[src/rtl/word_link_pkg.sv]
// Shared definitions for the 16-bit word link: Hamming(21,16) codeword layout
// and the receive deframer state encoding.
package word_link_pkg;

    localparam int CW_WIDTH   = 21;
    localparam int DATA_WIDTH = 16;
    localparam int NUM_PARITY = 5;
    localparam logic [7:0] SYNC_MASK = 8'hE0;

    typedef enum logic [1:0] {
        IDLE    = 2'd0,
        WAIT_B2 = 2'd1,
        WAIT_B3 = 2'd2
    } deframer_state_t;

    // Codeword position (1-based) of the k-th parity bit: 1, 2, 4, 8, 16.
    function automatic int parity_pos(input int k);
        return 1 << k;
    endfunction

    function automatic bit is_parity_pos(input int p);
        bit hit;
        hit = 1'b0;
        for (int k = 0; k < NUM_PARITY; k++) begin
            if (parity_pos(k) == p) begin
                hit = 1'b1;
            end
        end
        return hit;
    endfunction

    // Codeword position (1-based) holding data bit i; data fills non-parity slots in ascending order.
    function automatic int data_pos(input int i);
        int n;
        int pos;
        n   = 0;
        pos = 0;
        for (int p = 1; p <= CW_WIDTH; p++) begin
            if (!is_parity_pos(p)) begin
                if (n == i) begin
                    pos = p;
                end
                n++;
            end
        end
        return pos;
    endfunction

endpackage

[src/rtl/hamming21_dec.sv]
// Registered single-error-correcting Hamming(21,16) decoder, one cycle of latency.
// Outputs hold their last decoded value until the next valid input.
module hamming21_dec
    import word_link_pkg::*;
(
    input  logic                  clk,
    input  logic                  rstb,
    input  logic [CW_WIDTH-1:0]   cw_i,
    input  logic                  valid_i,
    output logic [DATA_WIDTH-1:0] data_o,
    output logic                  valid_o,
    output logic                  corrected_o,
    output logic                  uncorrectable_o
);

    logic [4:0]            syndrome;
    logic                  in_range;
    logic [CW_WIDTH-1:0]   flip_mask;
    logic [CW_WIDTH-1:0]   cw_fixed;
    logic [DATA_WIDTH-1:0] data_d;
    logic [DATA_WIDTH-1:0] data_q;
    logic                  valid_q;
    logic                  corrected_q;
    logic                  uncorrectable_q;

    always_comb begin
        syndrome = '0;
        for (int p = 1; p <= CW_WIDTH; p++) begin
            if (cw_i[p-1]) begin
                syndrome = syndrome ^ 5'(p);
            end
        end
    end

    // Out-of-range syndromes leave the mask empty, so the raw data bits pass through.
    assign in_range  = (syndrome != 5'd0) && (syndrome <= 5'(CW_WIDTH));
    assign flip_mask = in_range ? (CW_WIDTH'(1) << (syndrome - 5'd1)) : '0;
    assign cw_fixed  = cw_i ^ flip_mask;

    generate
        for (genvar gi = 0; gi < DATA_WIDTH; gi++) begin : g_extract
            assign data_d[gi] = cw_fixed[data_pos(gi) - 1];
        end
    endgenerate

    always_ff @(posedge clk or negedge rstb) begin
        if (!rstb) begin
            data_q          <= '0;
            valid_q         <= 1'b0;
            corrected_q     <= 1'b0;
            uncorrectable_q <= 1'b0;
        end else begin
            valid_q <= valid_i;
            if (valid_i) begin
                data_q          <= data_d;
                corrected_q     <= in_range;
                uncorrectable_q <= (syndrome > 5'(CW_WIDTH));
            end
        end
    end

    assign data_o          = data_q;
    assign valid_o         = valid_q;
    assign corrected_o     = corrected_q;
    assign uncorrectable_o = uncorrectable_q;

endmodule

[src/rtl/word_deframer.sv]
// Receive-side deframer: realigns the UART byte stream into 21-bit codewords
// using a sync-bit check and inter-byte timeout, then SEC-decodes each word.
module word_deframer
    import word_link_pkg::*;
#(
    parameter int CLKS_PER_BIT  = 434,
    parameter int TIMEOUT_BYTES = 4
) (
    input  logic                  clk,
    input  logic                  rstb,
    input  logic [7:0]            rx_byte,
    input  logic                  rx_byte_valid,
    input  logic                  err_clr,
    output logic [DATA_WIDTH-1:0] data_out,
    output logic                  data_out_valid,
    output logic                  err_corrected,
    output logic                  err_uncorrectable,
    output logic                  frame_err,
    output logic [7:0]            err_count
);

    localparam int TIMEOUT_CLKS = CLKS_PER_BIT * 10 * TIMEOUT_BYTES;
    localparam int TMO_W        = $clog2(TIMEOUT_CLKS + 1);

    deframer_state_t     state_q, state_d;
    logic [TMO_W-1:0]    tmo_q, tmo_d;
    logic [CW_WIDTH-1:0] cw_q, cw_d;
    logic                cw_valid_q, cw_valid_d;
    logic                frame_err_q, frame_err_d;
    logic [7:0]          err_count_q, err_count_d;

    logic                sync_ok;
    logic                timed_out;
    logic                dec_valid;
    logic                dec_corrected;
    logic                dec_uncorrectable;
    logic [1:0]          err_inc;
    logic [8:0]          err_sum;

    assign sync_ok   = (rx_byte & SYNC_MASK) == 8'h00;
    assign timed_out = (tmo_q == TMO_W'(TIMEOUT_CLKS));

    // An arriving byte is checked before the timeout, so it wins on the boundary cycle.
    always_comb begin
        state_d     = state_q;
        tmo_d       = tmo_q;
        cw_d        = cw_q;
        cw_valid_d  = 1'b0;
        frame_err_d = 1'b0;
        case (state_q)
            IDLE: begin
                tmo_d = '0;
                if (rx_byte_valid) begin
                    if (sync_ok) begin
                        cw_d[20:16] = rx_byte[4:0];
                        state_d     = WAIT_B2;
                    end else begin
                        frame_err_d = 1'b1;
                    end
                end
            end
            WAIT_B2: begin
                if (rx_byte_valid) begin
                    cw_d[15:8] = rx_byte;
                    tmo_d      = '0;
                    state_d    = WAIT_B3;
                end else if (timed_out) begin
                    frame_err_d = 1'b1;
                    tmo_d       = '0;
                    state_d     = IDLE;
                end else begin
                    tmo_d = tmo_q + TMO_W'(1);
                end
            end
            WAIT_B3: begin
                if (rx_byte_valid) begin
                    cw_d[7:0]  = rx_byte;
                    cw_valid_d = 1'b1;
                    tmo_d      = '0;
                    state_d    = IDLE;
                end else if (timed_out) begin
                    frame_err_d = 1'b1;
                    tmo_d       = '0;
                    state_d     = IDLE;
                end else begin
                    tmo_d = tmo_q + TMO_W'(1);
                end
            end
            default: begin
                tmo_d   = '0;
                state_d = IDLE;
            end
        endcase
    end

    hamming21_dec u_dec (
        .clk             (clk),
        .rstb            (rstb),
        .cw_i            (cw_q),
        .valid_i         (cw_valid_q),
        .data_o          (data_out),
        .valid_o         (dec_valid),
        .corrected_o     (dec_corrected),
        .uncorrectable_o (dec_uncorrectable)
    );

    // A framing error and a decode flag landing together add two.
    assign err_inc = {1'b0, frame_err_q}
                   + {1'b0, dec_valid & (dec_corrected | dec_uncorrectable)};
    assign err_sum = {1'b0, err_count_q} + {7'd0, err_inc};

    always_comb begin
        err_count_d = err_count_q;
        if (err_clr) begin
            err_count_d = '0;
        end else if (err_sum > 9'd255) begin
            err_count_d = 8'hFF;
        end else begin
            err_count_d = err_sum[7:0];
        end
    end

    always_ff @(posedge clk or negedge rstb) begin
        if (!rstb) begin
            state_q     <= IDLE;
            tmo_q       <= '0;
            cw_q        <= '0;
            cw_valid_q  <= 1'b0;
            frame_err_q <= 1'b0;
            err_count_q <= '0;
        end else begin
            state_q     <= state_d;
            tmo_q       <= tmo_d;
            cw_q        <= cw_d;
            cw_valid_q  <= cw_valid_d;
            frame_err_q <= frame_err_d;
            err_count_q <= err_count_d;
        end
    end

    assign data_out_valid    = dec_valid;
    assign err_corrected     = dec_corrected;
    assign err_uncorrectable = dec_uncorrectable;
    assign frame_err         = frame_err_q;
    assign err_count         = err_count_q;

endmodule

[config.mk]
export PLATFORM = sky130hd
export DESIGN_NAME = word_deframer
export DESIGN_NICKNAME = d
export VERILOG_FILES = /design/src/rtl/word_link_pkg.sv /design/src/rtl/hamming21_dec.sv /design/src/rtl/word_deframer.sv
export SDC_FILE = /design/constraint.sdc
export NUM_CORES = 1
export LEC_CHECK = 0
export BUFFER_PORTS_ARGS = -buffer_cell sky130_fd_sc_hd__buf_2
export CORE_UTILIZATION = 25
export DETAILED_ROUTE_END_ITERATION = 8
export PLACE_DENSITY = 0.47
export SYNTH_ARGS = -nofsm -noshare
export SYNTH_HDL_FRONTEND = slang
export SYNTH_HIERARCHICAL = 1
export SYNTH_SLANG_ARGS = --single-unit
[constraint.sdc]
create_clock -name clk -period 3.6 [get_ports clk]
set_input_delay 0 -clock clk [delete_from_list [all_inputs] [get_ports clk]]
set_output_delay 0 -clock clk [all_outputs]
set_load 0.05 [all_outputs]
==> results.json <==
{
  "core_area_um2": 14500,
  "hold_slack_ns": 0.369,
  "rr_endpoint": "u_dec/data_o[10]$_DFFE_PN0P_",
  "globalplace.congestion": 0.771,
  "async_flop_share": 1.00,
  "synth_cell_type_count": 54,
  "drv_slew": 0,
  "maxCapViolations": 0,
  "crit_type": "flip-flop to flip-flop",
  "setup_ws_ns": 0.489,
  "grt_usage": 0.120,
  "fin_crit_sh": 0.864,
  "ff_latch_area_um2": 1680,
  "hold_violations": 0,
  "dp_hpwl_um": 6000,
  "ctsResizeCount": 0,
  "clk_path_buf_depth": 2,
  "synth_edf_count": 0,
  "cp_slowest_cell": "xnor3_2",
  "fillers": 1485,
  "die_h_um": 124,
  "status": "completed",
  "vias": 2624,
  "path_delay_family": "XOR/XNOR gates",
  "crit_path_end_kind": "flip-flop",
  "die_w_um": 124,
  "dp_slack_ns": 0.490,
  "arrival_ns": 3.26,
  "setup_viol": 0,
  "grt_pass1_wl_um": 13700,
  "grt_overflow": 0,
  "tritoncts": "yes",
  "diodes": 0,
  "dieArea_um2": 15300,
  "cts_root_buf": "clkbuf_16",
  "synthesis.area_um2": 3710,
  "rows": 44,
  "pin_count": 40,
  "fin_tns_setup_ns": 0,
  "synth_area_per_cell_um2": 11.1,
  "critPathLaunchType": "flip-flop",
  "post-cts-setup-buffers": 0,
  "drive_above_1_share": 0.249,
  "portBuffers": 39,
  "critical_path_peak_fanout": 10,
  "clk_latency_ns": 0.33,
  "layout_common_cells": "dfrtp_1, buf_2, nor2_1, xnor2_1",
  "slew_headroom": 0.242,
  "syn_inst": 335,
  "ant_nets": 0,
  "worstMarginPinSlew_ns": 1.14,
  "synthToLayoutAreaGrowth_pct": 21.9,
  "htreeDepth": 3,
  "cts_sinks": 67,
  "worst-path-buf-inv": 1,
  "synth-seq-cells": 67,
  "fin_nets": 410,
  "multi_input_area_um2": 1870,
  "fmaxAchievable_mhz": 321,
  "r2r_slack_ns": 0.49,
  "max_stage_delay_ns": 0.56,
  "r2r-start": "cw_q[18]$_DFFE_PN0P_",
  "cts_made_buffers": 9,
  "drt-vias-per-instance": 4.54,
  "required_ns": 3.75,
  "clkTransAtPathRegs_ns": 0.05,
  "clock-skew-final_ns": 0.00500,
  "grt_max_degree": 42,
  "layout_commonest_cell": "dfrtp_1",
  "rsz0062_at_grt": "false",
  "drc": 0,
  "totalWireLength_um": 8250,
  "synthFlopType": "dfrtp_1",
  "wl_per_cell_um": 14.3,
  "grt_pass1_vias": 2699,
  "hold_class": "primary input to asynchronous set/reset pin",
  "start_util": 0.256,
  "syn_nets": 356,
  "hold_buffers": 11,
  "grt_antenna_before_repair": 0,
  "drt_first_pass_iters": 4,
  "synth.yosys.seq_area_share": 0.452,
  "worst_path_most_repeated_cell": "xnor2_1",
  "drt_iter0_drc": 86,
  "worstPathCellList": "xnor2_1 -> xnor3_2 -> xor2_4 -> nor2_1 -> ha_1 -> inv_1 -> or2_2 -> nor4_1 -> xnor2_1 -> a21oi_1",
  "ff2ff_path_depth": 10,
  "yosys_warnings": 6,
  "period_minus_slack_ns": 3.11
}
[through the flow]
stage / instance area [µm²] / utilization / cells
2_1_floorplan: 3710 / - / 335
5_1_grt: 4520 / 0.312 / 578
6_report: 4520 / 0.312 / 578
4_1_cts: 4520 / 0.312 / 578
3_3_place_gp: 4070 / 0.281 / 551
3_5_place_dp: 4070 / 0.281 / 551
[logic make-up (layout without fill, tap and decap cells)]
family / Yosys count / in the layout / share of synthesized area
XOR/XNOR: 49 / 49 / 0.166
adder cells (fa/ha/maj): 9 / 9 / 0.0324
multiplexers: 22 / 22 / 0.0664
AO/OA/AOI/OAI: 47 / 47 / 0.0796
buffers and inverters: 30 / 89 / 0.0449
flip-flops: 67 / 67 / 0.452
AND/OR/NAND/NOR: 111 / 111 / 0.159
[routing by layer]
| layer | vias to the layer above | share of wire | track usage |
|---|---|---|---|
| li1 | 1292 | - | - |
| met1 | 1282 | 0.49 | 0.162 |
| met2 | 41 | 0.45 | 0.182 |
| met3 | 9 | 0.046 | 0.0275 |
| met4 | 0 | 0.016 | 0.0527 |
| met5 | - | 0 | 0 |
[how the worst max path moves through the flow]
| stage | startpoint | endpoint | cells past startpoint |
|---|---|---|---|
| floorplan | cw_q[6]$_DFFE_PN0P_ | u_dec/data_o[10]$_DFFE_PN0P_ | 11 |
| global placement | cw_q[18]$_DFFE_PN0P_ | u_dec/data_o[9]$_DFFE_PN0P_ | 10 |
| CTS | cw_q[18]$_DFFE_PN0P_ | u_dec/data_o[9]$_DFFE_PN0P_ | 10 |
| detailed placement | cw_q[18]$_DFFE_PN0P_ | u_dec/data_o[9]$_DFFE_PN0P_ | 10 |
| global route | cw_q[18]$_DFFE_PN0P_ | u_dec/data_o[10]$_DFFE_PN0P_ | 10 |
| finish | cw_q[18]$_DFFE_PN0P_ | u_dec/data_o[10]$_DFFE_PN0P_ | 10 |
[synthesized netlist by cell type, types with 2 or more instances]
| cell type | number | share of area |
|---|---|---|
| dfrtp_1 | 67 | 0.45 |
| nor2_1 | 35 | 0.035 |
| xnor2_1 | 26 | 0.061 |
| a21oi_1 | 21 | 0.028 |
| mux2_2 | 21 | 0.064 |
| inv_1 | 18 | 0.018 |
| nand2_1 | 17 | 0.017 |
| nor4_1 | 11 | 0.019 |
| xor2_1 | 10 | 0.024 |
| a31oi_1 | 8 | 0.013 |
| ha_1 | 8 | 0.027 |
| nor3_1 | 8 | 0.011 |
| nand3_1 | 7 | 0.0094 |
| or4_1 | 7 | 0.014 |
| nand4_1 | 6 | 0.010 |
| o31ai_1 | 6 | 0.012 |
| xnor3_1 | 5 | 0.030 |
| xnor3_2 | 5 | 0.032 |
| buf_2 | 3 | 0.0040 |
| buf_4 | 3 | 0.0061 |
| nor2b_1 | 3 | 0.0051 |
| o21ai_0 | 3 | 0.0040 |
| or2_2 | 3 | 0.0051 |
| buf_6 | 2 | 0.0061 |
| dlygate4sd3_1 | 2 | 0.0054 |
| nand3b_1 | 2 | 0.0040 |
[registers in the layout, indices dropped and copies added, names as in the netlist]
| name | flops |
|---|---|
| u_dec/data_o | 16 |
| err_count | 8 |
| u_dec/valid_o | 1 |
| cw_valid_q | 1 |
| u_dec/uncorrectable_o | 1 |
| frame_err | 1 |
| tmo_q | 15 |
| state_q | 2 |
| u_dec/corrected_o | 1 |
| cw_q | 21 |
[final cells by class]
type / instances / share of cell area
Clock buffer: 11 / 0.0559
Clock inverter: 5 / 0.0185
Inverter: 18 / 0.0149
Multi-Input combinational cell: 238 / 0.413
Sequential cell: 67 / 0.371
Tap cell: 184 / 0.0509
Timing Repair Buffer: 55 / 0.0758
Power is left out: the tool's default activity adds up to more than one toggle a clock period on the data nets, which glitch-free logic cannot reach.
